File: src/rtl/ex_forward_sb.sv
// EX-stage forwarding selects, load-use/RAW/WAW stall detection and long-op scoreboard (optional FWD_SB_STATS_EN counters).
// Latency: selects and stall are combinational from inputs and shadow state; shadows/scoreboard update on in_clk rise.
// Backpressure: out_stall holds ID/EX upstream; a stalled cycle injects a bubble into the private EX/MEM shadow.
module ex_forward_sb #(
    parameter int NUM_LANES = 2,
    parameter int NUM_REGS  = 32,
    parameter int IDX_W     = 5,
    parameter int LONG_LAT  = 10
) (
    input  logic                                       in_clk,
    input  logic                                       in_rst,
    input  logic                                       in_flush,
    input  logic [NUM_LANES-1:0]                       in_ex_valid,
    input  logic [NUM_LANES-1:0]                       in_ex_regwr,
    input  logic [NUM_LANES*IDX_W-1:0]                 in_ex_rd,
    input  logic [NUM_LANES*IDX_W-1:0]                 in_ex_rs,
    input  logic [NUM_LANES*IDX_W-1:0]                 in_ex_rt,
    input  logic [NUM_LANES-1:0]                       in_ex_use_rt,
    input  logic [NUM_LANES-1:0]                       in_ex_load,
    input  logic [NUM_LANES-1:0]                       in_ex_long,
    output logic [NUM_LANES*$clog2(2*NUM_LANES+1)-1:0] out_fwd_a,
    output logic [NUM_LANES*$clog2(2*NUM_LANES+1)-1:0] out_fwd_b,
    output logic                                       out_stall,
    output logic [NUM_REGS-1:0]                        out_sb_busy
`ifdef FWD_SB_STATS_EN
    ,
    output logic [31:0]                                out_stall_cnt,
    output logic [31:0]                                out_fwd_cnt
`endif
);
    localparam int SEL_W = $clog2(2*NUM_LANES+1);

    logic [NUM_LANES-1:0]       exm_vld_q, exm_wr_q, exm_ld_q;
    logic [NUM_LANES-1:0]       exm_vld_d, exm_wr_d, exm_ld_d;
    logic [NUM_LANES*IDX_W-1:0] exm_rd_q, exm_rd_d;
    logic [NUM_LANES-1:0]       mwb_vld_q, mwb_wr_q;
    logic [NUM_LANES-1:0]       mwb_vld_d, mwb_wr_d;
    logic [NUM_LANES*IDX_W-1:0] mwb_rd_q, mwb_rd_d;
    logic [7:0]                 sb_cnt_q [NUM_REGS];
    logic [7:0]                 sb_cnt_d [NUM_REGS];
    logic [NUM_REGS-1:0]        busy_w;
    logic [NUM_LANES*SEL_W-1:0] fwd_a_w, fwd_b_w;
    logic                       hazard_w;

    // Later loop iterations override earlier ones: youngest lane wins, EX/MEM beats MEM/WB.
    function automatic logic [SEL_W-1:0] sel_for(
        input logic [IDX_W-1:0]           src,
        input logic [NUM_LANES-1:0]       ev,
        input logic [NUM_LANES-1:0]       ew,
        input logic [NUM_LANES*IDX_W-1:0] erd,
        input logic [NUM_LANES-1:0]       mv,
        input logic [NUM_LANES-1:0]       mw,
        input logic [NUM_LANES*IDX_W-1:0] mrd
    );
        logic [SEL_W-1:0] sel;
        sel = '0;
        for (int l = 0; l < NUM_LANES; l++) begin
            if (mv[l] && mw[l] && (mrd[l*IDX_W +: IDX_W] != '0) && (mrd[l*IDX_W +: IDX_W] == src))
                sel = SEL_W'(NUM_LANES + 1 + l);
        end
        for (int l = 0; l < NUM_LANES; l++) begin
            if (ev[l] && ew[l] && (erd[l*IDX_W +: IDX_W] != '0) && (erd[l*IDX_W +: IDX_W] == src))
                sel = SEL_W'(1 + l);
        end
        return sel;
    endfunction

    function automatic logic load_hit(
        input logic [IDX_W-1:0]           src,
        input logic [NUM_LANES-1:0]       ev,
        input logic [NUM_LANES-1:0]       ew,
        input logic [NUM_LANES-1:0]       el,
        input logic [NUM_LANES*IDX_W-1:0] erd
    );
        logic hit;
        hit = 1'b0;
        for (int l = 0; l < NUM_LANES; l++) begin
            if (ev[l] && ew[l] && el[l] && (erd[l*IDX_W +: IDX_W] != '0) && (erd[l*IDX_W +: IDX_W] == src))
                hit = 1'b1;
        end
        return hit;
    endfunction

    always_comb begin
        busy_w = '0;
        for (int r = 1; r < NUM_REGS; r++) begin
            busy_w[r] = (sb_cnt_q[r] != 8'd0);
        end
    end

    always_comb begin
        fwd_a_w  = '0;
        fwd_b_w  = '0;
        hazard_w = 1'b0;
        for (int k = 0; k < NUM_LANES; k++) begin
            fwd_a_w[k*SEL_W +: SEL_W] = sel_for(in_ex_rs[k*IDX_W +: IDX_W], exm_vld_q, exm_wr_q, exm_rd_q,
                                                mwb_vld_q, mwb_wr_q, mwb_rd_q);
            if (in_ex_use_rt[k])
                fwd_b_w[k*SEL_W +: SEL_W] = sel_for(in_ex_rt[k*IDX_W +: IDX_W], exm_vld_q, exm_wr_q, exm_rd_q,
                                                    mwb_vld_q, mwb_wr_q, mwb_rd_q);
            if (in_ex_valid[k]) begin
                if (load_hit(in_ex_rs[k*IDX_W +: IDX_W], exm_vld_q, exm_wr_q, exm_ld_q, exm_rd_q) ||
                    busy_w[in_ex_rs[k*IDX_W +: IDX_W]])
                    hazard_w = 1'b1;
                if (in_ex_use_rt[k] &&
                    (load_hit(in_ex_rt[k*IDX_W +: IDX_W], exm_vld_q, exm_wr_q, exm_ld_q, exm_rd_q) ||
                     busy_w[in_ex_rt[k*IDX_W +: IDX_W]]))
                    hazard_w = 1'b1;
                if (in_ex_regwr[k] && busy_w[in_ex_rd[k*IDX_W +: IDX_W]])
                    hazard_w = 1'b1;
            end
        end
    end

    always_comb begin
        mwb_vld_d = exm_vld_q;
        mwb_wr_d  = exm_wr_q;
        mwb_rd_d  = exm_rd_q;
        exm_vld_d = in_ex_valid;
        exm_wr_d  = in_ex_regwr & ~in_ex_long;
        exm_ld_d  = in_ex_load;
        exm_rd_d  = in_ex_rd;
        if (in_flush) begin
            exm_vld_d = '0;
            mwb_vld_d = '0;
        end else if (hazard_w) begin
            exm_vld_d = '0;
        end
        for (int r = 0; r < NUM_REGS; r++) begin
            sb_cnt_d[r] = (sb_cnt_q[r] != 8'd0) ? sb_cnt_q[r] - 8'd1 : 8'd0;
        end
        // An instruction killed by flush never issues, so it never reserves its destination.
        if (!hazard_w && !in_flush) begin
            for (int k = 0; k < NUM_LANES; k++) begin
                if (in_ex_valid[k] && in_ex_long[k] && in_ex_regwr[k] && (in_ex_rd[k*IDX_W +: IDX_W] != '0))
                    sb_cnt_d[in_ex_rd[k*IDX_W +: IDX_W]] = 8'(LONG_LAT);
            end
        end
    end

    always_ff @(posedge in_clk) begin
        if (in_rst) begin
            exm_vld_q <= '0;
            exm_wr_q  <= '0;
            exm_ld_q  <= '0;
            exm_rd_q  <= '0;
            mwb_vld_q <= '0;
            mwb_wr_q  <= '0;
            mwb_rd_q  <= '0;
            for (int r = 0; r < NUM_REGS; r++) sb_cnt_q[r] <= 8'd0;
        end else begin
            exm_vld_q <= exm_vld_d;
            exm_wr_q  <= exm_wr_d;
            exm_ld_q  <= exm_ld_d;
            exm_rd_q  <= exm_rd_d;
            mwb_vld_q <= mwb_vld_d;
            mwb_wr_q  <= mwb_wr_d;
            mwb_rd_q  <= mwb_rd_d;
            for (int r = 0; r < NUM_REGS; r++) sb_cnt_q[r] <= sb_cnt_d[r];
        end
    end

    assign out_fwd_a   = in_rst ? '0 : fwd_a_w;
    assign out_fwd_b   = in_rst ? '0 : fwd_b_w;
    assign out_stall   = in_rst ? 1'b0 : hazard_w;
    assign out_sb_busy = in_rst ? '0 : busy_w;

`ifdef FWD_SB_STATS_EN
    logic [31:0] stall_cnt_q, stall_cnt_d;
    logic [31:0] fwd_cnt_q, fwd_cnt_d;

    always_comb begin
        stall_cnt_d = stall_cnt_q;
        fwd_cnt_d   = fwd_cnt_q;
        if (out_stall && (stall_cnt_q != 32'hFFFF_FFFF))
            stall_cnt_d = stall_cnt_q + 32'd1;
        if (((|out_fwd_a) || (|out_fwd_b)) && (fwd_cnt_q != 32'hFFFF_FFFF))
            fwd_cnt_d = fwd_cnt_q + 32'd1;
    end

    always_ff @(posedge in_clk) begin
        if (in_rst) begin
            stall_cnt_q <= '0;
            fwd_cnt_q   <= '0;
        end else begin
            stall_cnt_q <= stall_cnt_d;
            fwd_cnt_q   <= fwd_cnt_d;
        end
    end

    assign out_stall_cnt = stall_cnt_q;
    assign out_fwd_cnt   = fwd_cnt_q;
`endif

endmodule
File: config.mk
export PLATFORM = sky130hd
export DESIGN_NAME = ex_forward_sb
export DESIGN_NICKNAME = d
export VERILOG_FILES = /design/src/rtl/ex_forward_sb.sv
export SDC_FILE = /design/constraint.sdc
export NUM_CORES = 1
export LEC_CHECK = 0
export ABC_AREA = 0
export CAP_MARGIN = 20
export CORE_ASPECT_RATIO = 1.1
export CORE_UTILIZATION = 35
export DETAILED_ROUTE_END_ITERATION = 10
export PLACE_DENSITY = 0.53
export SLEW_MARGIN = 15
export SYNTH_ARGS = -nofsm -noshare
export SYNTH_HDL_FRONTEND = slang
export SYNTH_SLANG_ARGS = --single-unit
File: constraint.sdc
create_clock -name in_clk -period 8.39 [get_ports in_clk]
set_clock_uncertainty 0.15 [all_clocks]
set_input_delay 2.517 -clock in_clk [delete_from_list [all_inputs] [get_ports in_clk]]
set_output_delay 2.517 -clock in_clk [all_outputs]
set_load 0.03 [all_outputs]
# Word level (Yosys, flattened, before mapping)
# Memories as Yosys holds them, arrays and structs flattened.
# Cells that the tools add are included.
dict set report word_totals {
  mem_count 1
  latchBits 0
  mem_bits_ro 0
  output_inout_bits 45
  ramBits 256
  reg_bits 30
}
# memory words width rd rd_clocked_by_memory_dff wr line
set mem_list {}
lappend mem_list {sb_cnt_q 32 8 32 0 32 39} ;# logic [7:0] sb_cnt_q [NUM_REGS];
dict set report classes {
  div 0
  muxes 129
  eq_ne 16
  magnitude_cmp 10
  addsub 32
  mul 0
  bitwise 42
  n_reduce_logical 95
  shifts 0
}
# op n
set op_table {}
lappend op_table {{2-to-1 mux 256 bit} 4}
lappend op_table {{2-to-1 mux 8 bit} 66}
lappend op_table {{bitwise AND 192 bit} 2}
lappend op_table {{inverter 192 bit} 2}
lappend op_table {{nonzero test 8 bit} 32}
lappend op_table {{subtractor 8 x 1 -> 8 bit (second input constant)} 32}
lappend op_table {{bitwise OR 64 bit} 2}
lappend op_table {{demux 8 bit (select 5 bit)} 2}
lappend op_table {{== test 5 bit} 16}
lappend op_table {{logical AND 1 bit} 49}
lappend op_table {{2-to-1 mux 3 bit} 14}
lappend op_table {{less-than comparator 5 x 6 -> 1 bit (second input constant)} 6}
lappend op_table {{2-to-1 mux 32 bit} 1}
lappend op_table {{bitwise OR 1 bit} 32}
lappend op_table {{binary-select mux 1 bit (select 5 bit)} 6}
lappend op_table {{2-to-1 mux 1 bit} 30}
lappend op_table {{nonzero test 5 bit} 6}
lappend op_table {{greater-or-equal comparator 6 bit (second input constant)} 2}
lappend op_table {{less-than comparator 6 x 1 -> 1 bit (second input constant)} 2}
lappend op_table {{2-to-1 mux 6 bit} 2}
lappend op_table {{inverter 5 -> 6 bit} 2}
lappend op_table {{2-to-1 mux 2 bit} 4}
lappend op_table {{logical OR 1 bit} 4}
lappend op_table {{OR reduction 3 bit} 1}
lappend op_table {{4 further kinds} 5}

# Logic depth before layout (Yosys ltp)
# Gate-level depths: netlist of run 1.
dict set report logic_depth {
  depth_word 23
  ltp_mapped 13
}

# Least setup slack after synthesis of run 1
# No wires, ideal clock.
dict set report synth_path {
  kind {input to output}
  startpoint {input in_ex_rs[5]}
  endpoint {output out_stall}
  stages 12
  t_arrival_ns 4.942
  setup_slack_ns 0.781
  cell_sequence {clkbuf_1 clkbuf_1 nand2b_1 a21oi_1 nor4_1 a311oi_1 or4_1 o21ai_2 nand3_2 buf_6 buf_6 o21ba_2}
}
dict set report synth_between {
  elab_chain_cells 11
  elab_cells_between_ends 15
  classes_between {eq/ne: 2; mux: 10; reduce/logical: 3}
}
# item line
set synth_lines {}
lappend synth_lines {{start: declaration} 16} ;# input logic [NUM_LANES*IDX_W-1:0] in_ex_rs,
lappend synth_lines {{== test 5 bit} 78} ;# if (ev[l] && ew[l] && el[l] && (erd[l*IDX_W +: IDX_W] != '0) && (erd[l*IDX_W +: IDX_W] == src))
lappend synth_lines {{logical AND 1 bit} 78}
lappend synth_lines {{2-to-1 mux 1 bit (2 in a row)} 78}
lappend synth_lines {{2-to-1 mux 1 bit} 101} ;# if (in_ex_valid[k]) begin
lappend synth_lines {{logical OR 1 bit *} 102} ;# if (load_hit(in_ex_rs[k*IDX_W +: IDX_W], exm_vld_q, exm_wr_q, exm_ld_q, exm_rd_q) ||
lappend synth_lines {{2-to-1 mux 1 bit *} 102}
lappend synth_lines {{2-to-1 mux 1 bit *} 105} ;# if (in_ex_use_rt[k] &&
lappend synth_lines {{2-to-1 mux 1 bit *} 109} ;# if (in_ex_regwr[k] && busy_w[in_ex_rd[k*IDX_W +: IDX_W]])
lappend synth_lines {{2-to-1 mux 1 bit *} 101}
lappend synth_lines {{2-to-1 mux 1 bit *} 165} ;# assign out_stall = in_rst ? 1'b0 : hazard_w;
lappend synth_lines {{end: declaration} 23} ;# output logic out_stall,
# Every way passes the cells marked *; elsewhere a longest branch is shown, timed or not. The select of a mux whose other input is x is not followed.

# Worst setup path in the final report of run 1
dict set report layout_path {
  startpoint {input in_ex_rt[6]}
  endpoint {output out_stall}
}
dict set report layout_between {
  elab_chain_cells 11
  elab_cells_between_ends 15
  classes_between {eq/ne: 2; mux: 9; reduce/logical: 4}
}
# item line
set layout_lines {}
lappend layout_lines {{start: declaration} 17} ;# input logic [NUM_LANES*IDX_W-1:0] in_ex_rt,
lappend layout_lines {{== test 5 bit} 78}
lappend layout_lines {{logical AND 1 bit} 78}
lappend layout_lines {{2-to-1 mux 1 bit (2 in a row)} 78}
lappend layout_lines {{2-to-1 mux 1 bit} 101}
lappend layout_lines {{logical OR 1 bit *} 106} ;# (load_hit(in_ex_rt[k*IDX_W +: IDX_W], exm_vld_q, exm_wr_q, exm_ld_q, exm_rd_q) ||
lappend layout_lines {{logical AND 1 bit *} 105}
lappend layout_lines {{2-to-1 mux 1 bit *} 105}
lappend layout_lines {{2-to-1 mux 1 bit *} 109}
lappend layout_lines {{2-to-1 mux 1 bit *} 101}
lappend layout_lines {{2-to-1 mux 1 bit *} 165}
# Marked as above.

==> metrics, run 1 <==
P_leak=0.00708 uW; met2 wire length=21.7 mm; Final min period=a little under 8 ns; CP cell instances=clkdlybuf4s50_1 > buf_4 > xnor2_1 > and4_1 > a22oi_1 > o211ai_1 > o311ai_2 > nand3_2 > o21ba_2 > dlymetal6s2s_1; # DRC=0; register area share after synthesis=36.0%; Avg Cell Area, Syn=approximately 8.3 um^2; Largest delay share family, worst path=buffers and inverters; Slew Limit Fails=0; Routed WL=45.5 mm; FFs w/ async S/R, synth=0%; Reg clk slew, reported paths=about 0.060 ns; pwr dens=around 370 nW/um^2; Buf/Inv on CP=3; Worst path max stage delay=0.73 ns; share of layout cells above drive strength 1=10.2%; synthesized instance count=about 1900; CTS tree=done; Finished Layout Cells=2534; Routability Congestion=0.924; final setup vio count=0; worst-path maximum fanout=9; number of vias per cell=about 5.3; Crit Reg-Reg Startpoint=sb_cnt_q[0][92]; MaxCap Viol Count=0; count of cell types in the netlist=79; Tot GR Track Use=20.2%; vias in the first global route=13200; FP Rows=80; Initial Util=35.6%; CP endpoint kind=primary output; Peak Freq=about 130 MHz; critical path class=input pin to primary output; worst-margin pin slew=0.999 ns; status=finished clean; H-Tree Depth=1; Post-synth EDFFs=0; RSZ-0062 raised after global routing=false; Die H=222 um; maximum VDD drop=175 uV; core area=43400 um^2; Mapped Nets=about 1900; final period utilization=between 90% and 100%; Post-DRT Antenna Nets=0; Final Hold Fails=0; Post-DP Area=about 17000 um^2; setup TNS=0 ns; Worst Path Arrival=5.29 ns; top sig layer=met5; Seq cells post-synth=between 200 and 300; met3 WL=2.62 mm; worst rel slew slack=about a third; vias after detailed routing=13400; IO Port Bufs=86; 1st-iter DRT viols=956; Skew-Pair Late Insertion Delay=a little under 0.6 ns; CTS Buffer Depth=3; yosys warns=0; main flop type after synthesis=dfxtp_1; total die area=45000 um^2; detailed placement HPWL=33.3 mm; largest net degree at the start of global routing=66; total CTS buffers=31; # fillers=between 4000 and 5000; Detailed Routing Iterations Pass 1=5; Area growth, synth to finish=17.5%; Worst Setup Start Kind=input pin; io pins=88; clk sinks=278; total gr overflow=0; Inst Count DP=2474; CTS root buf=clkbuf_16; initial antenna violation count=3; Net count, final=roughly 2000; Synth Cell Area=~15000 um^2; first-pass GRT wire length=about 73 mm; met1 WL=between 15 and 20 mm; Hold Buf Count CTS=0; die width=between 200 and 250 um; Worst Hold Class=register to register; launch point of the worst path=in_ex_rt[6]; min-delay src=sb_cnt_q[0][96]; Worst Path Required=5.72 ns; post-layout instance area=18100 um^2; slowest stage cell, crit path=clkdlybuf4s50_1; drt wl/cell=18.0 um
## worst paths after layout
kind                      to  cells after the start  slack (ns)
max                out_stall                     10        0.44
min          sb_cnt_q[0][96]                      1        0.29
max reg2reg  sb_cnt_q[1][59]                      9        4.22
min reg2reg  sb_cnt_q[0][96]                      1        0.29
## cells in the mapped netlist, drive strengths merged, types with 8 or more instances
library cell	number	area, um^2
o21ai	36	184
nor3	57	295
or2	22	138
or4b	8	83.8
a21oi	44	220
nor2	246	923
dfxtp	278	5570
or3	47	294
or3b	8	70.1
nand2	127	477
a21o	9	67.6
o31a	8	70.1
a22o	28	245
nor4b	9	85.1
a31oi	8	50.1
nand3	40	205
nor3b	27	203
ha	31	388
buf	27	185
o31ai	66	516
or4	15	113
xnor2	124	1090
o211ai	12	90.1
mux4	13	293
clkbuf	88	330
and2	10	62.6
nand2b	42	263
nor2b	41	257
mux2i	15	150
nand4	14	87.6
xor2	95	832
nor4	64	449
a22oi	10	75.1
inv	110	413
## metal layers
metal | vias up | global-route usage [%]
met1 | 6316 | 25.7
met3 | 88 | 2.67
met2 | 399 | 34.8
met5 | - | 0
li1 | 6592 | -
met4 | 4 | 6.69
## cells by family after synthesis
group / Yosys count / share of synthesized area [%]
other: 1 / 0.0243
XOR/XNOR: 219 / 12.4
flip-flops: 278 / 36.0
AND/OR/NAND/NOR: 798 / 27.0
buffers and inverters: 225 / 6.01
AO/OA/AOI/OAI: 272 / 12.8
multiplexers: 32 / 3.16
adder cells (fa/ha/maj): 31 / 2.51
## stage by stage
stage | hold WS (ns) | util (%) | total power [uW] | worst slack [ns]
global placement | 0.273 | 39.3 | 5320 | 0.135
detailed placement | 0.278 | 39.3 | 5360 | 0.103
CTS | 0.286 | 41.8 | 6790 | 0.0948
global route | 0.308 | 41.8 | 7270 | 0.328
floorplan | 0.257 | - | 4440 | 0.781
finish | 0.285 | 41.8 | 6730 | 0.435
## report_power, final
| part | leakage [uW] | switching (uW) | internal, uW |
|---|---|---|---|
| clock | 0.000519 | 552 | 827 |
| sequential | 0.00230 | 370 | 1760 |
| combinational | 0.00426 | 1830 | 1390 |
## repair_timing
item / in CTS / in global routing
setup endpoints to repair: 0 / 1
buffers inserted: 0 / 0
hold endpoints to repair: 0 / 0
resized for setup: 0 / 1
## sequential cells by signal, indices dropped and copies added (netlist names)
signal	cells
exm_ld_q	2
exm_rd_q	10
exm_vld_q	2
exm_wr_q	2
mwb_rd_q	10
mwb_vld_q	2
mwb_wr_q	2
sb_cnt_q	248
## cell usage in the layout, fill, tap and decap left out, types with 41 or more instances in the layout
master,instances
xor2_1,95
nor3_1,54
nand2b_1,42
or3_1,47
xnor2_1,124
o31ai_1,62
clkdlybuf4s50_1,84
a21oi_1,44
buf_4,71
nor2_1,245
nand2_1,127
inv_1,110
nor2b_1,41
nor4_1,59
dfxtp_1,278
## cell type report
cell class	instances	area (um^2)	area share, %
diodes	1	2.50	0.0138
multi-input cells	1353	8970	49.4
well taps	574	718	3.96
clock inverters	10	106	0.586
flip-flops and latches	278	5570	30.7
clock buffers	48	940	5.18
inverters	110	413	2.27
repair buffers	160	1440	7.91
Power figures use the tool's default switching activity.
==> inputs of run 2 (changes only) <==
--- a/config.mk
+++ b/config.mk
@@ -12,2 +12,3 @@
 export DETAILED_ROUTE_END_ITERATION = 10
+export HOLD_SLACK_MARGIN = 0.02
 export PLACE_DENSITY = 0.53
--- a/constraint.sdc
+++ b/constraint.sdc
@@ -4,2 +4,2 @@
 set_output_delay 2.517 -clock in_clk [all_outputs]
-set_load 0.03 [all_outputs]
+set_load 0.02 [all_outputs]
==> run 2 against run 1 <==
Non-clock buffer count down 5. Clock-buffer cell count decreased by 4. Global-route usage decreased by 0.17 points. Highest routed layer unchanged. Die area stayed put. Largest cell class unchanged. Largest power group unchanged.
==> metrics, run 2 (synthesis gave the netlist of run 1 again) <==
CTS root buf=clkbuf_16; Slew Limit Fails=0; status=finished clean; initial antenna violation count=1; Peak Freq=120 MHz; commonest cells after routing, fill and taps aside=dfxtp_1 (278), nor2_1 (245), nand2_1 (127); r2r endpoint=sb_cnt_q[0][33]; # fillers=between 4000 and 5000; pwr dens=368 nW/um^2; Routability Congestion=0.940; CTS tree=done; drt wl/cell=18.0 um; Reg clk slew, reported paths=0.06 ns; Finished Layout Cells=2524; hold depth=1; Post-DRT Antenna Nets=0; number of vias per cell=5.33; Top reg by flops=sb_cnt_q; min-delay src=sb_cnt_q[0][96]; Worst Setup Start Kind=input pin; r2r setup slk=approximately 4.2 ns; io pins=between 80 and 90; Final Hold Fails=0; Worst Hold Class=register to register; total die area=45000 um^2; max reg flops=248; Largest regs=sb_cnt_q (248), exm_rd_q (10), mwb_rd_q (10); setup bufs post-CTS=0; maximum VDD drop=188 uV; # DRC=0; die width=202 um; Die H=222 um; total gr overflow=0; WHS=0.279 ns; vias in the first global route=roughly 13000; worst rel slew slack=30.1%; FF+latch area=5570 um^2; total CTS buffers=31; Worst Path Required=~5.7 ns; Skew-Pair Late Insertion Delay=0.58 ns; core area=43400 um^2; Tot GR Track Use=20.0%; critical path class=input pin to primary output; area of the multi-input gates=9000 um^2; share of layout cells above drive strength 1=10.1%; detailed placement HPWL=33.6 mm; IO Port Bufs=86; Routed WL=45.5 mm; Crit Reg-Reg Startpoint=sb_cnt_q[0][92]; setup TNS=0 ns; P_leak=~0.0070 uW; Worst Path Arrival=5.63 ns; 1st-iter DRT viols=1017; worst-margin pin slew=1.04 ns; Net count, final=2003; final setup vio count=0; Antenna Cells=0; CP endpoint kind=primary output; clk sinks=between 200 and 300; final period utilization=98.9%; WHS Endpoint=sb_cnt_q[0][96]; largest net degree at the start of global routing=between 60 and 70; Reg2Reg Depth=9; Inst Count DP=about 2500; worst-path maximum fanout=6; Initial Util=approximately 36%; CTS Buffer Depth=3; vias after detailed routing=13400; Final min period=8.30 ns; commonest non-fill, non-tap cell in the layout=dfxtp_1; first-pass GRT wire length=72.2 mm; Detailed Routing Iterations Pass 1=6; Area growth, synth to finish=17.3%; H-Tree Depth=1; RSZ-0062 raised after global routing=false; MaxCap Viol Count=0; FP Rows=80
-- run 2: metrics by stage --
step | util, % | setup slack, ns | cell area, um^2 | total power (uW)
6_report | 41.7 | 0.0894 | 18100 | 6660
5_1_grt | 41.7 | 0.00299 | 18100 | 7180
4_1_cts | 41.7 | 0.0200 | 18100 | 6710
3_5_place_dp | 39.3 | 0.0334 | 17100 | 5300
3_3_place_gp | 39.3 | 0.0716 | 17100 | 5260
2_1_floorplan | - | 0.804 | 15400 | 4400
-- run 2: final cells by class --
type | instances | share of cell area [%]
sequential | 278 | 30.7
clock inverter | 10 | 0.614
tap | 574 | 3.96
multi-input combinational | 1353 | 49.7
clock buffer | 44 | 4.99
inverter | 110 | 2.28
timing repair buffer | 155 | 7.79
-- run 2: critical path: stages --
cell and delay [ns]:
clkdlybuf4s50_1 0.56, nand2b_1 0.27, o221a_2 0.27, a211o_1 0.29, or4_1 0.60, o21ai_2 0.22
nand3_2 0.12, o21ba_2 0.25, clkdlybuf4s50_1 0.54
-- run 2: metal layers --
layer  vias to the layer above  global-route usage (%)  share of wire, %
met2                       393                    34.4                48
met5                         -                       0             0.029
met3                        99                    2.41               5.6
met1                      6374                    25.7                43
li1                       6575                       -                 -
met4                         2                    6.79               2.8
-- run 2: worst max path at each step --
| stage | start | endpoint | slack [ns] | cells past startpoint |
|---|---|---|---|---|
| CTS | in_ex_rs[6] | out_stall | 0.02 | 9 |
| global route | in_ex_rs[1] | out_stall | 0.003 | 9 |
| finish | in_ex_rs[6] | out_stall | 0.09 | 9 |
| detailed placement | in_ex_rs[6] | out_stall | 0.03 | 9 |
| global placement | in_ex_rs[6] | out_stall | 0.07 | 9 |
| floorplan | in_ex_rs[5] | out_stall | 0.80 | 12 |
-- run 2: report_power, final --
part	internal [uW]	switching [uW]	leakage, uW
clock	806	550	0.000507
combinational	1390	1790	0.00424
sequential	1760	373	0.00230
-- run 2: timing repair --
| action | 4_1_cts | 5_1_grt |
|---|---|---|
| endpoints found under the setup margin | 0 | 1 |
| hold buffers | 0 | 0 |
| gates resized for setup | 0 | 4 |
==> inputs of run 3 (changes only) <==
Settings changed: CTS_CLUSTER_DIAMETER from default to 120, HOLD_SLACK_MARGIN 0.02 to 0.08.
==> results of run 3 <==
No change in the layout: final DEF, timing and power equal those of run 2.
